<file path="src/rtl/dice_sched_pkg.sv">
// Shared widths and state encoding for the dice-roll scheduler.
package dice_sched_pkg;

  localparam int SUM_W  = 9;
  localparam int ROLL_W = 5;
  localparam int DIE_W  = 4;
  localparam int CNT_W  = 4;
  localparam int TO_W   = 10;

  typedef enum logic [1:0] {
    ST_IDLE  = 2'd0,
    ST_ISSUE = 2'd1,
    ST_WAIT  = 2'd2,
    ST_DONE  = 2'd3
  } sched_state_e;

endpackage

</file>
<file path="src/rtl/rr_arbiter.sv">
// Combinational round-robin arbiter: searches from ptr upward, wrapping.
module rr_arbiter #(
  parameter int NUM_REQ = 4,
  parameter int IDX_W   = 2
) (
  input  logic [NUM_REQ-1:0] req,
  input  logic [IDX_W-1:0]   ptr,
  output logic [NUM_REQ-1:0] gnt,
  output logic [IDX_W-1:0]   idx,
  output logic               any
);

  logic [IDX_W-1:0] sel;

  // First requester at or after ptr wins.
  always_comb begin
    gnt = '0;
    idx = '0;
    any = 1'b0;
    sel = '0;
    for (int k = 0; k < NUM_REQ; k++) begin
      sel = IDX_W'((int'(ptr) + k) % NUM_REQ);
      if (!any && req[sel]) begin
        any      = 1'b1;
        gnt[sel] = 1'b1;
        idx      = sel;
      end
    end
  end

endmodule

</file>
<file path="src/rtl/dice_roll_scheduler.sv">
// Shares one dice-roll engine among NUM_REQ requesters, summing count rolls.
//
// state    | meaning
// ---------+-----------------------------------------------------------
// ST_IDLE  | no transaction; arbitrate and latch winner's die/count
// ST_ISSUE | one-cycle start pulse to the engine
// ST_WAIT  | wait for engine valid; watchdog counting
// ST_DONE  | report sum/error; a count-0 job lingers one extra cycle
module dice_roll_scheduler
  import dice_sched_pkg::*;
#(
  parameter int NUM_REQ = 4,
  parameter int TIMEOUT = 1023
) (
  input  logic                     clk,
  input  logic                     reset,
  input  logic [NUM_REQ-1:0]       i_req,
  input  logic [DIE_W*NUM_REQ-1:0] i_dieSelect,
  input  logic [CNT_W*NUM_REQ-1:0] i_count,
  output logic [NUM_REQ-1:0]       o_grant,
  output logic [NUM_REQ-1:0]       o_done,
  output logic [SUM_W-1:0]         o_sum,
  output logic                     o_error,
  output logic                     o_busy,
  output logic                     o_engStart,
  output logic [DIE_W-1:0]         o_engDieSelect,
  input  logic                     i_engValid,
  input  logic [ROLL_W-1:0]        i_engRoll
);

  localparam int IDX_W = (NUM_REQ > 1) ? $clog2(NUM_REQ) : 1;

  sched_state_e state, state_nxt;

  logic [IDX_W-1:0] ptr, ptr_nxt, idx, idx_nxt;
  logic [DIE_W-1:0] die, die_nxt;
  logic [CNT_W-1:0] remaining, rem_nxt;
  logic [SUM_W-1:0] acc, acc_nxt, sum_nxt;
  logic [TO_W-1:0]  tmo_cnt, tmo_nxt;
  logic             err, err_nxt, zero_wait, zero_nxt, error_nxt, emit;
  logic [NUM_REQ-1:0] grant_nxt, done_nxt;

  logic [NUM_REQ-1:0] arb_gnt;
  logic [IDX_W-1:0]   arb_idx;
  logic               arb_any;
  logic [DIE_W-1:0]   die_sel;
  logic [CNT_W-1:0]   cnt_sel;

  rr_arbiter #(.NUM_REQ(NUM_REQ), .IDX_W(IDX_W)) u_arb (
    .req (i_req),
    .ptr (ptr),
    .gnt (arb_gnt),
    .idx (arb_idx),
    .any (arb_any)
  );

  assign die_sel = i_dieSelect[int'(arb_idx)*DIE_W +: DIE_W];
  assign cnt_sel = i_count[int'(arb_idx)*CNT_W +: CNT_W];

  // FSM state register.
  always_ff @(posedge clk or posedge reset) begin
    if (reset) state <= ST_IDLE;
    else       state <= state_nxt;
  end

  // Next-state, datapath updates and next values of the registered outputs.
  // The watchdog also ticks in ISSUE so that a stall aborts exactly TIMEOUT
  // cycles after the start pulse.
  always_comb begin
    state_nxt = state;
    ptr_nxt   = ptr;
    idx_nxt   = idx;
    die_nxt   = die;
    rem_nxt   = remaining;
    acc_nxt   = acc;
    tmo_nxt   = tmo_cnt;
    err_nxt   = err;
    zero_nxt  = zero_wait;
    grant_nxt = '0;
    emit      = 1'b0;
    case (state)
      ST_IDLE: begin
        tmo_nxt = '0;
        if (arb_any) begin
          idx_nxt   = arb_idx;
          die_nxt   = die_sel;
          rem_nxt   = cnt_sel;
          acc_nxt   = '0;
          err_nxt   = 1'b0;
          grant_nxt = arb_gnt;
          if (cnt_sel == '0) begin
            state_nxt = ST_DONE;
            zero_nxt  = 1'b1;
          end else begin
            state_nxt = ST_ISSUE;
          end
        end
      end
      ST_ISSUE: begin
        tmo_nxt   = tmo_cnt + 1'b1;
        state_nxt = ST_WAIT;
      end
      ST_WAIT: begin
        if (i_engValid) begin
          acc_nxt = acc + SUM_W'(i_engRoll);
          rem_nxt = remaining - 1'b1;
          tmo_nxt = '0;
          if (remaining == CNT_W'(1)) begin
            state_nxt = ST_DONE;
            emit      = 1'b1;
          end else begin
            state_nxt = ST_ISSUE;
          end
        end else if ((tmo_cnt + 1'b1) == TO_W'(TIMEOUT)) begin
          err_nxt   = 1'b1;
          state_nxt = ST_DONE;
          emit      = 1'b1;
        end else begin
          tmo_nxt = tmo_cnt + 1'b1;
        end
      end
      ST_DONE: begin
        if (zero_wait) begin
          zero_nxt = 1'b0;
          emit     = 1'b1;
        end else begin
          state_nxt = ST_IDLE;
          ptr_nxt   = (idx == IDX_W'(NUM_REQ - 1)) ? '0 : idx + 1'b1;
        end
      end
      default: state_nxt = ST_IDLE;
    endcase

    done_nxt  = '0;
    sum_nxt   = o_sum;
    error_nxt = o_error;
    if (emit) begin
      done_nxt[idx] = 1'b1;
      sum_nxt       = acc_nxt;
      error_nxt     = err_nxt;
    end
  end

  // Datapath and output registers.
  always_ff @(posedge clk or posedge reset) begin
    if (reset) begin
      ptr            <= '0;
      idx            <= '0;
      die            <= '0;
      remaining      <= '0;
      acc            <= '0;
      tmo_cnt        <= '0;
      err            <= 1'b0;
      zero_wait      <= 1'b0;
      o_grant        <= '0;
      o_done         <= '0;
      o_sum          <= '0;
      o_error        <= 1'b0;
      o_busy         <= 1'b0;
      o_engStart     <= 1'b0;
      o_engDieSelect <= '0;
    end else begin
      ptr            <= ptr_nxt;
      idx            <= idx_nxt;
      die            <= die_nxt;
      remaining      <= rem_nxt;
      acc            <= acc_nxt;
      tmo_cnt        <= tmo_nxt;
      err            <= err_nxt;
      zero_wait      <= zero_nxt;
      o_grant        <= grant_nxt;
      o_done         <= done_nxt;
      o_sum          <= sum_nxt;
      o_error        <= error_nxt;
      o_busy         <= (state_nxt != ST_IDLE);
      o_engStart     <= (state_nxt == ST_ISSUE);
      o_engDieSelect <= die_nxt;
    end
  end

endmodule

</file>
<file path="config.mk">
export PLATFORM = sky130hd
export DESIGN_NAME = dice_roll_scheduler
export DESIGN_NICKNAME = d
export VERILOG_FILES = /design/src/rtl/dice_sched_pkg.sv /design/src/rtl/rr_arbiter.sv /design/src/rtl/dice_roll_scheduler.sv
export SDC_FILE = /design/constraint.sdc
export NUM_CORES = 1
export LEC_CHECK = 0
export CAP_MARGIN = 10
export CORE_ASPECT_RATIO = 1.25
export CORE_MARGIN = 4
export CORE_UTILIZATION = 48
export DETAILED_ROUTE_END_ITERATION = 8
export GPL_ROUTABILITY_DRIVEN = 1
export GPL_TIMING_DRIVEN = 0
export HOLD_SLACK_MARGIN = 0.08
export PLACE_DENSITY = 0.77
export SETUP_SLACK_MARGIN = 0.15
export SYNTH_ARGS = -nofsm -noshare
export SYNTH_HDL_FRONTEND = slang
export SYNTH_SLANG_ARGS = --single-unit
</file>
<file path="constraint.sdc">
create_clock -name clk -period 3.6 [get_ports clk]
set_clock_uncertainty 0.2 [all_clocks]
set_input_delay 0.72 -clock clk [delete_from_list [all_inputs] [get_ports clk]]
set_output_delay 0.72 -clock clk [all_outputs]
set_load 0.01 [all_outputs]
</file>
==> results_dict.tcl <==
set metrics [dict create \
    final_nets 538 \
    layout-drive-gt1-share 0.143 \
    tritoncts "built" \
    final_antenna_net_count 0 \
    globalRoute.totalOverflow 0 \
    timing.critical_path.mode_cell "sky130_fd_sc_hd__buf_4" \
    clkTransAtPathRegs_ps 90 \
    finalWorstPathRequiredPeriod_ps 3420 \
    avgSynthCellArea_sq_um 9.72 \
    fp.coreArea_sq_um 7490 \
    cts_max_path_buffers 2 \
    htreeDepth 2 \
    timing.slew.headroom 0.483 \
    power.switching_fraction 0.417 \
    post_synth_inst_count 385 \
    leakage_dissipation_nw 2.17 \
    crit_path_setup_slack_layout_ps 184 \
    clkPwrFrac 0.113 \
    io_pins 68 \
    detail_route.first_pass.iterations 4 \
    total_switching_power_mw 1.48 \
    power_density_nw_per_um2 743 \
    yosysTopAreaCell "sky130_fd_sc_hd__dfrtp_1" \
    wl_microns 8650 \
    seqPwrFrac 0.254 \
    grt_antenna_before_repair 0 \
    class_of_the_tightest_hold_or_removal_check "reg2reg" \
    postSynthNetCount 455 \
    hpwl_microns 6690 \
    combined_global_route_utilization_of_all_metal_layers 0.193 \
    port_buffers 65 \
    path_delay_family "buffers and inverters" \
    max_cap_viol_count 0 \
    vdd_drop_max_v 0.000599 \
    vias 3144 \
    tightest_slew_ps 765 \
    cts.sink_count 55 \
    synth_enable_flop_cells 0 \
    clock_latency_ps 310 \
    cts_buffers 5 \
    final_util 0.640 \
    cp_cell_sequence "clkdlybuf4s50_1 > buf_4 > mux4_2 > a211oi_4 > xnor2_4 > buf_4 > buf_4 > mux2_2 > nor2_1 > a211o_1 > a22oi_1" \
    signed_area_change_from_the_synthesized_netlist_to_the_final_layout_pct 28.1 \
    final_max_slew_viol_count 0 \
    ctsHoldBuffers 0 \
    wire_length_of_the_first_global_routing_pass_microns 14600 \
    final_area_sq_um 4790 \
    synth-warning-count 0 \
    ys_seq_elements 55 \
    grt_max_degree 32 \
    combPwrFrac 0.634 \
    drt_first_iter_violations 113 \
    start_kind "input port" \
    post-place-ws_ps -289 \
    endpoint_kind "flop" \
    cp.arrival_ps 3400 \
    min_period_over_period 0.949 \
    die_h_microns 107 \
    dieArea_sq_um 9280 \
    start_util 0.500 \
    run_status "finished clean" \
    hold_viol_final 0 \
    synth_seq_area_share 0.368 \
    synth_area_leaders "sky130_fd_sc_hd__dfrtp_1 (37%), sky130_fd_sc_hd__ha_1 (8.4%), sky130_fd_sc_hd__mux2_2 (5.4%), sky130_fd_sc_hd__o21ai_0 (4.1%), sky130_fd_sc_hd__mux2i_1 (3.7%)" \
    antennaDiodeCount 0 \
    synth_area_sq_um 3740 \
    drc 0 \
    cp_num_buf_inv 4 \
    placed_cell_area_sq_um 4540 \
    path_max_fanout 10 \
    finalSetupViolations 0 \
    ys_types 62 \
    grt_setup_unrepaired "no" \
    crit_type "in2reg" \
    cts_root_buffer "sky130_fd_sc_hd__clkbuf_8" \
    fill_cells 625 \
    die_x_microns 87.0 \
    routed_wl_per_cell_microns 15.4 \
    place_congestion 0.846 \
    regToRegSetupSlack_ps 270 \
    slowest_delay_ps 570 \
    rows 35 \
    postSynth.topFlopCell "sky130_fd_sc_hd__dfrtp_1" \
    clock.fmax_mhz 293 \
    worstPathRequired_ps 3580 \
    route.detailed.vias_per_inst 5.61 \
    internal_power_mw 2.07 \
    first_global_vias 3165 \
    cell_with_the_largest_stage_delay_on_the_worst_path "sky130_fd_sc_hd__mux4_2" \
    synth_top_area_frac 0.368 \
    synth_async_sr_flop_share 1.00 \
]
[metrics by stage]
step / setup TNS (ps) / hold slack [ps] / total power [mW] / cells
floorplan: 0 / 248 / 2.35 / 385
global placement: -1320 / 264 / 2.83 / 542
detailed placement: -2080 / 276 / 2.91 / 543
CTS: 0 / 301 / 3.41 / 553
global route: 0 / 330 / 3.85 / 560
finish: 0 / 294 / 3.56 / 560
[per-layer routing]
layer	vias up	global-route usage	wire, microns
met1	1539	0.236	3620
met2	55	0.349	4650
li1	1542	-	-
met3	8	0.0238	265
met5	-	0	0
met4	0	0.0590	114
[cells by family (layout without fill, tap and decap cells)]
kind of cell             after synthesis  in the layout  synth area share
adder cells (fa/ha/maj)               26             26            0.0889
AO/OA/AOI/OAI                         98             98             0.188
multiplexers                          40             40             0.130
AND/OR/NAND/NOR                      116            116             0.159
flip-flops                            55             55             0.368
XOR/XNOR                               7              7            0.0184
buffers and inverters                 43            126            0.0485
[flip-flops by register name (all words and copies together), names as in the netlist, 2 cells and up]
signal and cells:
tmo_cnt 10, acc 9, o_sum 9, die 4, o_done 4, o_grant 4, remaining 4, idx 2
ptr 2, state 2
[power groups by stage]
stage / logic, mW / clock network, mW / registers (mW)
global placement: 1.92 / 0 / 0.918
detailed placement: 1.99 / 0 / 0.922
finish: 2.25 / 0.401 / 0.902
floorplan: 1.41 / 0 / 0.936
CTS: 2.09 / 0.408 / 0.908
global route: 2.49 / 0.432 / 0.927
[final timing paths]
path                                    startpoint                  endpoint  cells past startpoint
min in group asynchronous                    reset      o_sum[4]$_DFFE_PP0P_                      2
worst min-delay path            die[3]$_DFFE_PP0P_        die[3]$_DFFE_PP0P_                      2
max in group asynchronous                    reset        idx[1]$_DFFE_PP0P_                      3
worst max register to register  ptr[0]$_DFFE_PP0P_          o_busy$_DFF_PP0_                     13
worst max-delay path                      i_req[2]  remaining[1]$_DFFE_PP0P_                     11
worst min register to register  die[3]$_DFFE_PP0P_        die[3]$_DFFE_PP0P_                      2
[layout make-up]
type / count / area [sq um] / share of cell area
Buffer: 21 / 114 / 0.0238
Clock buffer: 5 / 68.8 / 0.0144
Clock inverter: 2 / 37.5 / 0.00783
Inverter: 22 / 90.1 / 0.0188
Multi-Input combinational cell: 287 / 2240 / 0.467
Sequential cell: 55 / 1380 / 0.288
Tap cell: 92 / 115 / 0.0240
Timing Repair Buffer: 76 / 751 / 0.157
[synth_stat cells (all sizes together) (10+ instances only)]
cell	instances
a21oi	15
a22o	10
clkbuf	17
dfrtp	55
ha	25
inv	21
mux2	22
mux2i	14
nand2	31
nor2	29
nor2b	11
o21ai	31
[worst register-to-register path, cell delays in order (launching register included)]
cell,delay (ps)
sky130_fd_sc_hd__dfrtp_2,430
sky130_fd_sc_hd__buf_8,160
sky130_fd_sc_hd__inv_8,100
sky130_fd_sc_hd__ha_1,230
sky130_fd_sc_hd__clkbuf_4,170
sky130_fd_sc_hd__mux4_2,360
sky130_fd_sc_hd__nor2b_4,140
sky130_fd_sc_hd__buf_6,150
sky130_fd_sc_hd__nor2_4,60
sky130_fd_sc_hd__mux2_4,310
sky130_fd_sc_hd__a221oi_4,310
sky130_fd_sc_hd__a22oi_4,150
sky130_fd_sc_hd__o32ai_4,320
sky130_fd_sc_hd__nand2b_4,170
[cell usage in the layout (no fill, tap or decap), types with 6 or more instances in the layout]
| master | count |
|---|---|
| sky130_fd_sc_hd__clkdlybuf4s50_1 | 63 |
| sky130_fd_sc_hd__dfrtp_1 | 53 |
| sky130_fd_sc_hd__nand2_1 | 31 |
| sky130_fd_sc_hd__o21ai_0 | 31 |
| sky130_fd_sc_hd__nor2_1 | 28 |
| sky130_fd_sc_hd__ha_1 | 25 |
| sky130_fd_sc_hd__inv_1 | 20 |
| sky130_fd_sc_hd__mux2_2 | 17 |
| sky130_fd_sc_hd__clkbuf_1 | 15 |
| sky130_fd_sc_hd__a21oi_1 | 14 |
| sky130_fd_sc_hd__mux2i_1 | 13 |
| sky130_fd_sc_hd__buf_4 | 11 |
| sky130_fd_sc_hd__nor2b_1 | 10 |
| sky130_fd_sc_hd__a22o_1 | 10 |
| sky130_fd_sc_hd__nor3_1 | 8 |
| sky130_fd_sc_hd__and3_1 | 8 |
| sky130_fd_sc_hd__nand2b_1 | 6 |
[repair_timing]
action | in CTS | in global routing
buffers inserted | 3 | 7
gates resized for setup | 9 | 15
pin swaps | 1 | 5
setup endpoints to repair | 12 | 11
cloned | 0 | 0
Power figures use the tool's default switching activity.
